$ cat config.mk
export PLATFORM = sky130hd
export DESIGN_NAME = class_argmax_reporter
export DESIGN_NICKNAME = d
export VERILOG_FILES = /design/src/rtl/cnn_pkg.sv /design/src/rtl/seg7_encoder.sv /design/src/rtl/class_argmax_reporter.sv
export SDC_FILE = /design/constraint.sdc
export NUM_CORES = 1
export LEC_CHECK = 0
export ABC_CLOCK_PERIOD_IN_PS = 4570
export CORE_ASPECT_RATIO = 1.1
export CORE_MARGIN = 5
export CORE_UTILIZATION = 46
export CTS_BUF_LIST = sky130_fd_sc_hd__clkbuf_16
export CTS_CLUSTER_DIAMETER = 100
export DETAILED_ROUTE_END_ITERATION = 16
export PLACE_DENSITY = 0.76
export SYNTH_ARGS = -nofsm -noshare
export SYNTH_HDL_FRONTEND = slang
export SYNTH_HIERARCHICAL = 1
export SYNTH_SLANG_ARGS = --single-unit
$ cat constraint.sdc
create_clock -name clk -period 4.57 [get_ports clk]
set_clock_uncertainty 0.1 [all_clocks]
set_input_delay 0.914 -clock clk [delete_from_list [all_inputs] [get_ports clk]]
set_output_delay 0.914 -clock clk [all_outputs]
set_load 0.1 [all_outputs]
$ cat src/rtl/cnn_pkg.sv
// Shared types and constants for the layer-4 argmax reporter: FSM states,
// hex-digit 7-segment table (active-low {dp,g,f,e,d,c,b,a}) and default score width.
package cnn_pkg;

   localparam int FEAT_W_DEF = 8;

   typedef enum logic [1:0] {
      IDLE   = 2'd0,
      SCAN   = 2'd1,
      REPORT = 2'd2
   } state_e;

   // dp bit is left high (off); the encoder overrides it
   localparam logic [7:0] SEG7_LUT [16] = '{
      8'hC0, 8'hF9, 8'hA4, 8'hB0, 8'h99, 8'h92, 8'h82, 8'hF8,
      8'h80, 8'h90, 8'h88, 8'h83, 8'hC6, 8'hA1, 8'h86, 8'h8E
   };

endpackage

$ cat src/rtl/seg7_encoder.sv
// Combinational class-index to active-low 7-segment code; the decimal point
// is lit when dp_on is high. The parent registers the result.
module seg7_encoder
   import cnn_pkg::*;
#(
   parameter int IW = 4
) (
   input  logic [IW-1:0] idx,
   input  logic          dp_on,
   output logic [7:0]    seg
);

   logic [3:0] nib;
   logic [7:0] code;

   assign nib  = 4'(idx);
   assign code = SEG7_LUT[nib];
   assign seg  = {~dp_on, code[6:0]};

endmodule

$ cat src/rtl/class_argmax_reporter.sv
// Layer-4 consumer: captures N_FEAT signed scores on a feat_valid rise, runs a
// one-compare-per-cycle argmax and reports the class. Optional MARGIN_CHECK_EN.
module class_argmax_reporter
   import cnn_pkg::*;
#(
   parameter int N_FEAT = 16,
   parameter int FEAT_W = FEAT_W_DEF,
   parameter int MARGIN = 4,
   localparam int IW    = (N_FEAT > 1) ? $clog2(N_FEAT) : 1
) (
   input  logic                     clk,
   input  logic                     rst,
   input  logic                     feat_valid,
   input  logic [N_FEAT*FEAT_W-1:0] feat_in,
   input  logic                     clear,
   output logic                     ack,
   output logic                     busy,
   output logic [IW-1:0]            class_idx,
   output logic                     class_valid,
   output logic [7:0]               seg,
   output logic                     overrun,
   output logic                     low_conf
);

   localparam logic signed [FEAT_W-1:0] MOST_NEG = {1'b1, {(FEAT_W-1){1'b0}}};
   localparam logic [IW-1:0]            LAST_IDX = IW'(N_FEAT - 1);

   state_e                     state_q, state_d;
   logic                       fv_q;
   logic                       rise;
   logic [N_FEAT*FEAT_W-1:0]   feat_buf_q, feat_buf_d;
   logic [IW-1:0]              cnt_q, cnt_d;
   logic signed [FEAT_W-1:0]   best_q, best_d;
   logic [IW-1:0]              best_idx_q, best_idx_d;
   logic [IW-1:0]              class_idx_q, class_idx_d;
   logic                       class_valid_q, class_valid_d;
   logic [7:0]                 seg_q, seg_d;
   logic                       overrun_q, overrun_d;
   logic signed [FEAT_W-1:0]   cur;
   logic signed [FEAT_W-1:0]   nxt_best;
   logic [IW-1:0]              nxt_idx;
   logic                       nxt_low_conf;
   logic [7:0]                 seg_code;

`ifdef MARGIN_CHECK_EN
   localparam logic signed [FEAT_W:0] MARGIN_S = (FEAT_W+1)'(MARGIN);
   logic signed [FEAT_W-1:0]   second_q, second_d;
   logic signed [FEAT_W-1:0]   nxt_second;
   logic signed [FEAT_W:0]     gap;
   logic                       low_conf_q, low_conf_d;
`endif

   assign rise = feat_valid & ~fv_q;
   assign cur  = feat_buf_q[int'(cnt_q)*FEAT_W +: FEAT_W];

   // One scan step: index 0 seeds the running best, later indices replace it only on strictly greater.
   always_comb begin
      nxt_best = best_q;
      nxt_idx  = best_idx_q;
`ifdef MARGIN_CHECK_EN
      nxt_second = second_q;
`endif
      if (cnt_q == '0) begin
         nxt_best = cur;
         nxt_idx  = '0;
`ifdef MARGIN_CHECK_EN
         nxt_second = MOST_NEG;
`endif
      end else if (cur > best_q) begin
         nxt_best = cur;
         nxt_idx  = cnt_q;
`ifdef MARGIN_CHECK_EN
         nxt_second = best_q;
`endif
      end
`ifdef MARGIN_CHECK_EN
      else if (cur > second_q) begin
         nxt_second = cur;
      end
`endif
   end

`ifdef MARGIN_CHECK_EN
   assign gap          = {nxt_best[FEAT_W-1], nxt_best} - {nxt_second[FEAT_W-1], nxt_second};
   assign nxt_low_conf = (gap < MARGIN_S);
`else
   assign nxt_low_conf = 1'b0;
`endif

   seg7_encoder #(.IW(IW)) u_seg7 (
      .idx   (nxt_idx),
      .dp_on (nxt_low_conf),
      .seg   (seg_code)
   );

   always_comb begin
      state_d       = state_q;
      feat_buf_d    = feat_buf_q;
      cnt_d         = cnt_q;
      best_d        = best_q;
      best_idx_d    = best_idx_q;
      class_idx_d   = class_idx_q;
      class_valid_d = class_valid_q;
      seg_d         = seg_q;
      overrun_d     = overrun_q;
`ifdef MARGIN_CHECK_EN
      second_d      = second_q;
      low_conf_d    = low_conf_q;
`endif

      if (clear) begin
         overrun_d     = 1'b0;
         class_valid_d = 1'b0;
      end
      if (rise && (state_q != IDLE)) begin
         overrun_d = 1'b1;
      end

      case (state_q)
         IDLE: begin
            if (rise) begin
               feat_buf_d = feat_in;
               cnt_d      = '0;
               state_d    = SCAN;
            end
         end
         SCAN: begin
            best_d     = nxt_best;
            best_idx_d = nxt_idx;
`ifdef MARGIN_CHECK_EN
            second_d   = nxt_second;
`endif
            if (cnt_q == LAST_IDX) begin
               // Results are loaded on entry to REPORT so they are visible alongside ack.
               class_idx_d   = nxt_idx;
               seg_d         = seg_code;
               class_valid_d = 1'b1;
`ifdef MARGIN_CHECK_EN
               low_conf_d    = nxt_low_conf;
`endif
               state_d       = REPORT;
            end else begin
               cnt_d = cnt_q + IW'(1);
            end
         end
         REPORT: begin
            class_valid_d = 1'b1;
            state_d       = IDLE;
         end
         default: state_d = IDLE;
      endcase
   end

   always_ff @(posedge clk) begin
      if (rst) begin
         state_q       <= IDLE;
         fv_q          <= 1'b0;
         feat_buf_q    <= '0;
         cnt_q         <= '0;
         best_q        <= '0;
         best_idx_q    <= '0;
         class_idx_q   <= '0;
         class_valid_q <= 1'b0;
         seg_q         <= 8'hFF;
         overrun_q     <= 1'b0;
`ifdef MARGIN_CHECK_EN
         second_q      <= MOST_NEG;
         low_conf_q    <= 1'b0;
`endif
      end else begin
         state_q       <= state_d;
         fv_q          <= feat_valid;
         feat_buf_q    <= feat_buf_d;
         cnt_q         <= cnt_d;
         best_q        <= best_d;
         best_idx_q    <= best_idx_d;
         class_idx_q   <= class_idx_d;
         class_valid_q <= class_valid_d;
         seg_q         <= seg_d;
         overrun_q     <= overrun_d;
`ifdef MARGIN_CHECK_EN
         second_q      <= second_d;
         low_conf_q    <= low_conf_d;
`endif
      end
   end

   // valid/ready: no backpressure; a feat_valid rise is a request, ack is a single-cycle completion.
   assign ack         = (state_q == REPORT);
   assign busy        = (state_q != IDLE);
   assign class_idx   = class_idx_q;
   assign class_valid = class_valid_q;
   assign seg         = seg_q;
   assign overrun     = overrun_q;
`ifdef MARGIN_CHECK_EN
   assign low_conf    = low_conf_q;
`else
   assign low_conf    = 1'b0;
`endif

endmodule

==> reports/metrics.csv <==
metric;value;unit
io_pins;149;
cp_max_fo;15;
required;4.76;ns
cts_buffer_depth;2;
grt_pass1_wl;29380;um
cts-hold-fix-buffers;0;
core;15550;um^2
r2r_slack;0.34;ns
routedWlPerCell;15.44;um
totalWireLength;18130;um
drt-initial-drc-count;320;
rsz0062_at_grt;false;
syn-mean-instance-area;8.473;um^2
fin_hold_ws;0.3532;ns
nets;1115;
synth_edf_count;0;
hold_viol_final;0;
hp-class;flip-flop to flip-flop;
clockRootBuffer;clkbuf_16;
ys_seq_area_share;44.75;%
drive_gt1_share;8.419;%
hold_depth;2;
syn2layout_area_growth;29.64;%
routed-via-count;6151;
grt_max_degree;78;
ir_drop;0.2858;mV
die_h;141.2;um
crit_arrival;4.42;ns
status;finished, final reports clean;
hold_path_end;feat_buf_q[113]$_SDFFE_PP0P_;
slew_headroom;33.92;%
drt_first_pass_iters;4;
setup_viol;0;
powerDensity;359.0;nW/um^2
clkSinkCount;161;
numCtsBuffers;17;
synth_warnings;6;
post-route-period-util;92.57;%
max-cap-violations;0;
placed_cell_area;8776;um^2
portBuffers;147;
routed_via_density;5.239;
ys_types;45;
antenna_found_initial;0;
async_reset_ff_share;0;%
drc_errors;0;
dieArea;18260;um^2
antenna_left;0;
worstMarginPinSlew;0.9881;ns
antennaDiodeCount;0;
tritoncts;built;
grt_usage;20.20;%
ff2ff_path_depth;16;
postSynthRegisterBits;161;
finalCriticalPeriod;4.231;ns
crit_type;flip-flop to flip-flop;
cts_max_level;4;
finalInstanceArea;9336;um^2
clkTransAtPathRegs;0.06;ns
crit_path_end_kind;flip-flop;
register_area;3226;um^2
slew_violations;0;
synth-main-ff-cell;dfxtp_1;
grt_overflow_total;0;
worstHoldStart;feat_buf_q[113]$_SDFFE_PP0P_;
grt_pass1_vias;6023;
max_freq;0.2364;GHz
multi_input_area;3664;um^2
rows;48;
postSynthCellCount;850;
crit-reg2reg-capture;seg[3]$_SDFFE_PP1P_;
cp-start-kind;flip-flop;
clk_latency;0.43;ns
dpl.hpwl;13200;um
place.gp.congestion;0.8185;
netlist_area;7202;um^2
fillers;1342;
reg2reg_from;cnt_q[0]$_SDFFE_PP0P_;
initial_core_util;46.30;%
cellLeakagePower;3.540;nW
fp.dieW;129.3;um
per-layer routing:
layer | routed length [um] | up-vias | track usage [%]
li1 | - | 3094 | -
met1 | 7778 | 2886 | 25.59
met2 | 9045 | 132 | 33.30
met3 | 839 | 39 | 4.509
met4 | 466 | 0 | 8.181
met5 | 0 | - | 0
flip-flops by register name, summed over array words and instances, names as in the netlist:
signal / flops
best_idx_q: 4
best_q: 8
class_idx: 4
class_valid: 1
cnt_q: 4
feat_buf_q: 128
fv_q: 1
overrun: 1
seg: 8
state_q: 2
power breakdown:
group	switching, mW	total, mW	internal [mW]
registers	0.0426	1.52	1.48
clock network	0.529	1.25	0.722
logic	0.291	0.577	0.285
worst max-delay path, stage by stage, from the launching register on:
cell       delay, ns
dfxtp_2         0.39
buf_12          0.18
mux4_2          0.50
a22oi_1         0.22
nand2_1         0.12
ha_1            0.31
a21o_1          0.19
a2111oi_4       0.46
a21oi_4         0.14
mux2i_2         0.18
nor2_2          0.20
inv_1           0.14
ha_1            0.30
inv_1           0.05
mux4_1          0.47
nand2_1         0.07
nand3_1         0.07
cell usage in the layout, fill, tap and decap left out, drive strengths merged, types with 4 or more instances in the layout:
cell type / count
nand2: 286
dfxtp: 161
clkdlybuf4s50: 146
a21oi: 135
mux4: 33
nor2: 27
inv: 25
ha: 20
clkbuf: 17
a22oi: 16
mux2i: 13
buf: 13
nand3: 11
o21ai: 9
clkinv: 7
nor2b: 6
a22o: 5
nand4: 4
and2: 4
cells by family (layout without fill, tap and decap cells):
| family | after synthesis | after routing | share of synthesized area [%] |
|---|---|---|---|
| fa+ha+maj | 20 | 20 | 3.475 |
| compound gates | 182 | 182 | 14.37 |
| simple gates | 348 | 348 | 19.39 |
| mux | 48 | 48 | 12.49 |
| buf+inv | 87 | 210 | 5.108 |
| xor+xnor | 3 | 3 | 0.3649 |
| flops | 161 | 161 | 44.75 |
| other cells | 1 | 2 | 0.05207 |
area by class of cell:
class                      instances  area share, %
multi-input combinational        603          39.24
inverter                          21         0.8443
clock buffer                      17          4.556
tap                              200          2.680
clock inverter                    13         0.8979
sequential                       161          34.55
timing repair buffer             159          17.23
synth_stat cells (3+ instances only):
master | number | area, um^2
nand3_1 | 11 | 55.05
buf_6 | 3 | 33.78
a22o_1 | 5 | 43.79
a22oi_1 | 16 | 120.1
clkbuf_1 | 48 | 180.2
nand2_1 | 286 | 1074
nor2_1 | 27 | 101.4
and2_1 | 4 | 25.02
buf_1 | 4 | 15.01
a21o_1 | 3 | 22.52
o21ai_0 | 9 | 45.04
nor2b_1 | 6 | 37.54
buf_2 | 9 | 45.04
nand4_1 | 4 | 25.02
mux4_2 | 32 | 720.7
o211ai_1 | 3 | 22.52
inv_1 | 21 | 78.83
dfxtp_1 | 161 | 3223
ha_1 | 20 | 250.2
a21oi_1 | 135 | 675.7
mux2i_1 | 13 | 130.1
worst max-delay path by stage:
stage / start / endpoint / slack [ns] / cells past startpoint
floorplan: cnt_q[0]$_SDFFE_PP0P_ / seg[3]$_SDFFE_PP1P_ / 0.07 / 18
global placement: cnt_q[0]$_SDFFE_PP0P_ / seg[3]$_SDFFE_PP1P_ / 0.09 / 16
detailed placement: cnt_q[0]$_SDFFE_PP0P_ / seg[3]$_SDFFE_PP1P_ / -0.06 / 16
CTS: cnt_q[0]$_SDFFE_PP0P_ / seg[3]$_SDFFE_PP1P_ / 0.11 / 16
global route: cnt_q[0]$_SDFFE_PP0P_ / seg[3]$_SDFFE_PP1P_ / 0.02 / 16
finish: cnt_q[0]$_SDFFE_PP0P_ / seg[3]$_SDFFE_PP1P_ / 0.34 / 16
per-stage QoR:
step                total power [mW]  cells  util (%)  TNS (ns)  worst slack (ns)
finish                         3.352   1174     60.02         0            0.3393
global route                   3.496   1174     60.02         0           0.01962
CTS                            3.352   1172     59.73         0            0.1115
detailed placement             2.109   1142     56.42  -0.05591          -0.05591
global placement               2.099   1142     56.42         0           0.08781
floorplan                      1.893    851         -         0           0.06658
repair_timing:
action | in CTS | in global routing
buffers inserted | 0 | 2
endpoints found under the setup margin | 4 | 4
pin swaps | 0 | 1
gates resized for setup | 2 | 5
(Power assumes the default switching activity.)
==> RTL change 1 (same flow settings) <==
Take the reset off `feat_buf_q` and load it in a clocked block of its own.
--- a/src/rtl/class_argmax_reporter.sv
+++ b/src/rtl/class_argmax_reporter.sv
@@ -155,7 +155,6 @@
       if (rst) begin
          state_q       <= IDLE;
          fv_q          <= 1'b0;
-         feat_buf_q    <= '0;
          cnt_q         <= '0;
          best_q        <= '0;
          best_idx_q    <= '0;
@@ -170,7 +169,6 @@
       end else begin
          state_q       <= state_d;
          fv_q          <= feat_valid;
-         feat_buf_q    <= feat_buf_d;
          cnt_q         <= cnt_d;
          best_q        <= best_d;
          best_idx_q    <= best_idx_d;
@@ -185,6 +183,10 @@
       end
    end
 
+   always_ff @(posedge clk) begin
+      feat_buf_q <= feat_buf_d;
+   end
+
    // valid/ready: no backpressure; a feat_valid rise is a request, ack is a single-cycle completion.
    assign ack         = (state_q == REPORT);
    assign busy        = (state_q != IDLE);
Formal check against the unedited RTL: no difference found for any inputs over 10 cycles, from zero or initial values and one cycle with rst high; that may be too few to reach the edited logic, so the function may still have changed.
==> RTL change 1 against the original RTL <==
Total power up 6.9%; final area decreased by 2.7%; sequential cell count unchanged; worst setup slack worse by 0.13 ns; sequential share of layout area grew 15 points; synthesized area shrank 6.7%; routed wire length decreased by 23%; combinational power down 23%; critical endpoint unchanged.
==> RTL change 1: results (changes against the original RTL) <==
outcome finished, final reports clean (unchanged); vias in the first global route 4362 (was 6023); Rel. slew slack 34.7% (was 33.9%); Critical Path AT 4.53 ns (was 4.42 ns); P_clk 1.43 mW (was 1.25 mW); Distinct cells, synth 46 (was 45); first-pass GRT wire length 22300 um (was 29400 um); hold slack final 0.368 ns (was 0.353 ns); DR WL met2 7260 um (was 9050 um); H-tree Lvls 4 (unchanged); worst-path maximum fanout 19 (was 15); reg2reg path depth 17 (was 16); number of flip-flops in the largest register 128 (unchanged); GRT met2 Usage 29.3% (was 33.3%); GRT Overall Usage 17.0% (was 20.2%); worst skew pair latency 0.42 ns; cell-internal power 2.83 mW (was 2.49 mW); Setup CP Type reg2reg (unchanged); peak supply drop 0.272 mV (was 0.286 mV); Post-Route M1 WL 5440 um (was 7780 um); highest routed layer met4 (unchanged); Reg-to-Reg Start cnt_q[0] (unchanged); number of fill cells in the layout 1056 (was 1342); worst hold path endpoint seg[1] (was feat_buf_q[113]); Pre-Repair DR Iteration Count 5 (was 4); Top reg by flops feat_buf_q (unchanged); met1 Resource Use GR 20.3% (was 25.6%); vias after detailed routing 4098 (was 6151); Final GP Congestion 0.804 (was 0.819); Worst Hold Launch seg[1] (was feat_buf_q[113]); HP Class reg2reg (unchanged); layout cells sized above 1 14.4% (was 8.42%); R2R Setup Slk 0.21 ns (was 0.34 ns); largest net degree at the start of global routing 65 (was 78); Buffers on Ports 147 (unchanged); routed wl met3 915 um (was 839 um); Post-DP Area 8450 um^2 (was 8780 um^2); sequential power share 47.6% (was 45.5%); Pleak 3.24 nW (was 3.54 nW); GR Util met3 4.84% (was 4.51%); Detailed Route Iter0 Violations 282 (was 320); Clock Path Buffers 2 (unchanged); EDFF count, synth 128 (was 0); initial antenna violation count 0 (unchanged); Reg area 4510 um^2 (was 3230 um^2); Seq/Total Area, Yosys 67.0% (was 44.8%); post-DR wirelength/cell 17.7 um (was 15.4 um); NumNets Final 733 (was 1115); most frequent cells after synthesis 128 x edfxtp_1, 33 x dfxtp_1, 32 x mux4_2 (was 286 x nand2_1, 161 x dfxtp_1, 135 x a21oi_1); post-DP HPWL 10200 um (was 13200 um); Synth area leaders edfxtp_1 57%, mux4_2 11%, dfxtp_1 9.8%, ha_1 3.7%, mux2i_1 1.9% (was dfxtp_1 45%, nand2_1 15%, mux4_2 10%, a21oi_1 9.4%, ha_1 3.5%)
RTL change 1: critical path, cell delays in order, from the launching register on:
cell and delay [ns]:
dfxtp_2 0.38, buf_12 0.20, mux4_2 0.53, a22oi_2 0.23
nand2_1 0.12, ha_1 0.30, a21o_1 0.18, a2111oi_2 0.38
buf_4 0.17, a21oi_1 0.12, mux2i_1 0.18, nor2_2 0.23
inv_1 0.14, ha_1 0.30, inv_1 0.05, mux4_1 0.47
nand2_1 0.07, nand3_1 0.07
RTL change 1: cell families (layout without fill, tap and decap cells):
kind of cell | count (synthesis) | count (layout) | share of synthesized area (%)
buffers and inverters | 44 | 213 | 3.07
AND/OR/NAND/NOR | 91 | 91 | 6.42
adder cells (fa/ha/maj) | 20 | 20 | 3.72
flip-flops | 161 | 161 | 67.0
XOR/XNOR | 3 | 3 | 0.391
AO/OA/AOI/OAI | 54 | 54 | 5.90
multiplexers | 48 | 48 | 13.4
other | 1 | 2 | 0.0558
RTL change 1: final cells by class:
cell class                      count  share of cell area, %
Sequential cell                   161                   49.6
Multi-Input combinational cell    218                   22.3
Timing Repair Buffer              162                   18.0
Clock buffer                       17                   4.68
Tap cell                          192                   2.64
Clock inverter                     13                   1.87
Inverter                           21                  0.868
RTL change 1: through the flow:
step,worst slack [ns],cells,TNS (ns),power (mW)
4_1_cts,0.0196,781,0,3.61
2_1_floorplan,0.0665,423,0,1.99
5_1_grt,-0.0203,784,-0.0379,3.72
6_report,0.214,784,0,3.58
3_3_place_gp,0.157,751,0,2.17
3_5_place_dp,0.0465,751,0,2.18
RTL change 1: timing repair:
item / CTS / global route
endpoints found under the setup margin: 0 / 7
gates resized for setup: 0 / 4
endpoints found under the hold margin: 0 / 0
setup buffers: 0 / 3
==> RTL change 2 (config.mk and constraints unchanged) <==
Made on the original files. Change the package constant `FEAT_W_DEF` from 8 to 7.
--- a/src/rtl/cnn_pkg.sv
+++ b/src/rtl/cnn_pkg.sv
@@ -2,7 +2,7 @@
 // hex-digit 7-segment table (active-low {dp,g,f,e,d,c,b,a}) and default score width.
 package cnn_pkg;
 
-   localparam int FEAT_W_DEF = 8;
+   localparam int FEAT_W_DEF = 7;
 
    typedef enum logic [1:0] {
       IDLE   = 2'd0,
Interface: changed (resized feat_in); port bits go from 149 to 133. The function was not compared with the original's and may differ.
==> RTL change 2 against the original RTL <==
Final area fell by 8.7%; worst setup slack improved by 0.076 ns; routed wire length fell by 8.3%; highest routed layer unchanged; sequential power fell by 11%; critical path depth rose by 1; total power fell by 3.6%; sequential cell count fell by 17; utilization rose by 1.5 points; synthesized area fell by 9.7%; via count fell by 9.3%.
==> RTL change 2: results (changes against the original RTL) <==
outcome finished, final reports clean (unchanged); worst hold path endpoint feat_buf_q[73] (was feat_buf_q[113]); Non-clock buffer share 17.0% (was 17.2%); post-DP HPWL 11900 um (was 13200 um); vias in the first global route 5524 (was 6023); post-DR wirelength/cell 15.5 um (was 15.4 um); vias per cell 5.19 (was 5.24); routed wl met3 926 um (was 839 um); Critical Path AT 4.41 ns (was 4.42 ns); Reg area 2880 um^2 (was 3230 um^2); Non-clk invs 22 (was 21); Buffers on Ports 131 (was 147); worst setup path endpoint seg[0] (was seg[3]); number of fill cells in the layout 1249 (was 1342); Clock power frac 41.9% (was 37.3%); comb pwr 0.516 mW (was 0.577 mW); cell-internal power 2.42 mW (was 2.49 mW); Worst Hold Launch feat_buf_q[73] (was feat_buf_q[113]); DR WL met2 8650 um (was 9050 um); sequential cells 144 (was 161); Distinct cells, synth 47 (was 45); CP top delay family simple AND/OR/NAND/NOR gates (was multiplexers); GRT Overall Usage 20.7% (was 20.2%); R2R Setup Slk 0.42 ns (was 0.34 ns); number of flip-flops in the largest register 112 (was 128); Final GP Congestion 0.848 (was 0.819); largest net degree at the start of global routing 81 (was 78); NumNets Final 1009 (was 1115)
-- RTL change 2: stage by stage --
step / util [%] / cell area [um^2] / worst slack (ns) / instances
6_report: 61.5 / 8520 / 0.416 / 1075
5_1_grt: 61.5 / 8520 / 0.0433 / 1075
4_1_cts: 61.5 / 8510 / 0.263 / 1075
3_5_place_dp: 57.3 / 7940 / 0.277 / 1043
3_3_place_gp: 57.3 / 7940 / 0.457 / 1043
2_1_floorplan: - / 6510 / 0.179 / 774
-- RTL change 2: cell families after synthesis --
| logic type | count (synthesis) | share of synthesized area, % |
|---|---|---|
| xor gates and xnor gates | 3 | 0.404 |
| AOI/OAI and AO/OA | 164 | 14.4 |
| buffers and inverters | 84 | 5.39 |
| and+or+nand+nor | 316 | 19.7 |
| muxes | 42 | 12.1 |
| adders and majority gates | 19 | 3.65 |
| DFF | 144 | 44.3 |
| other | 1 | 0.0576 |
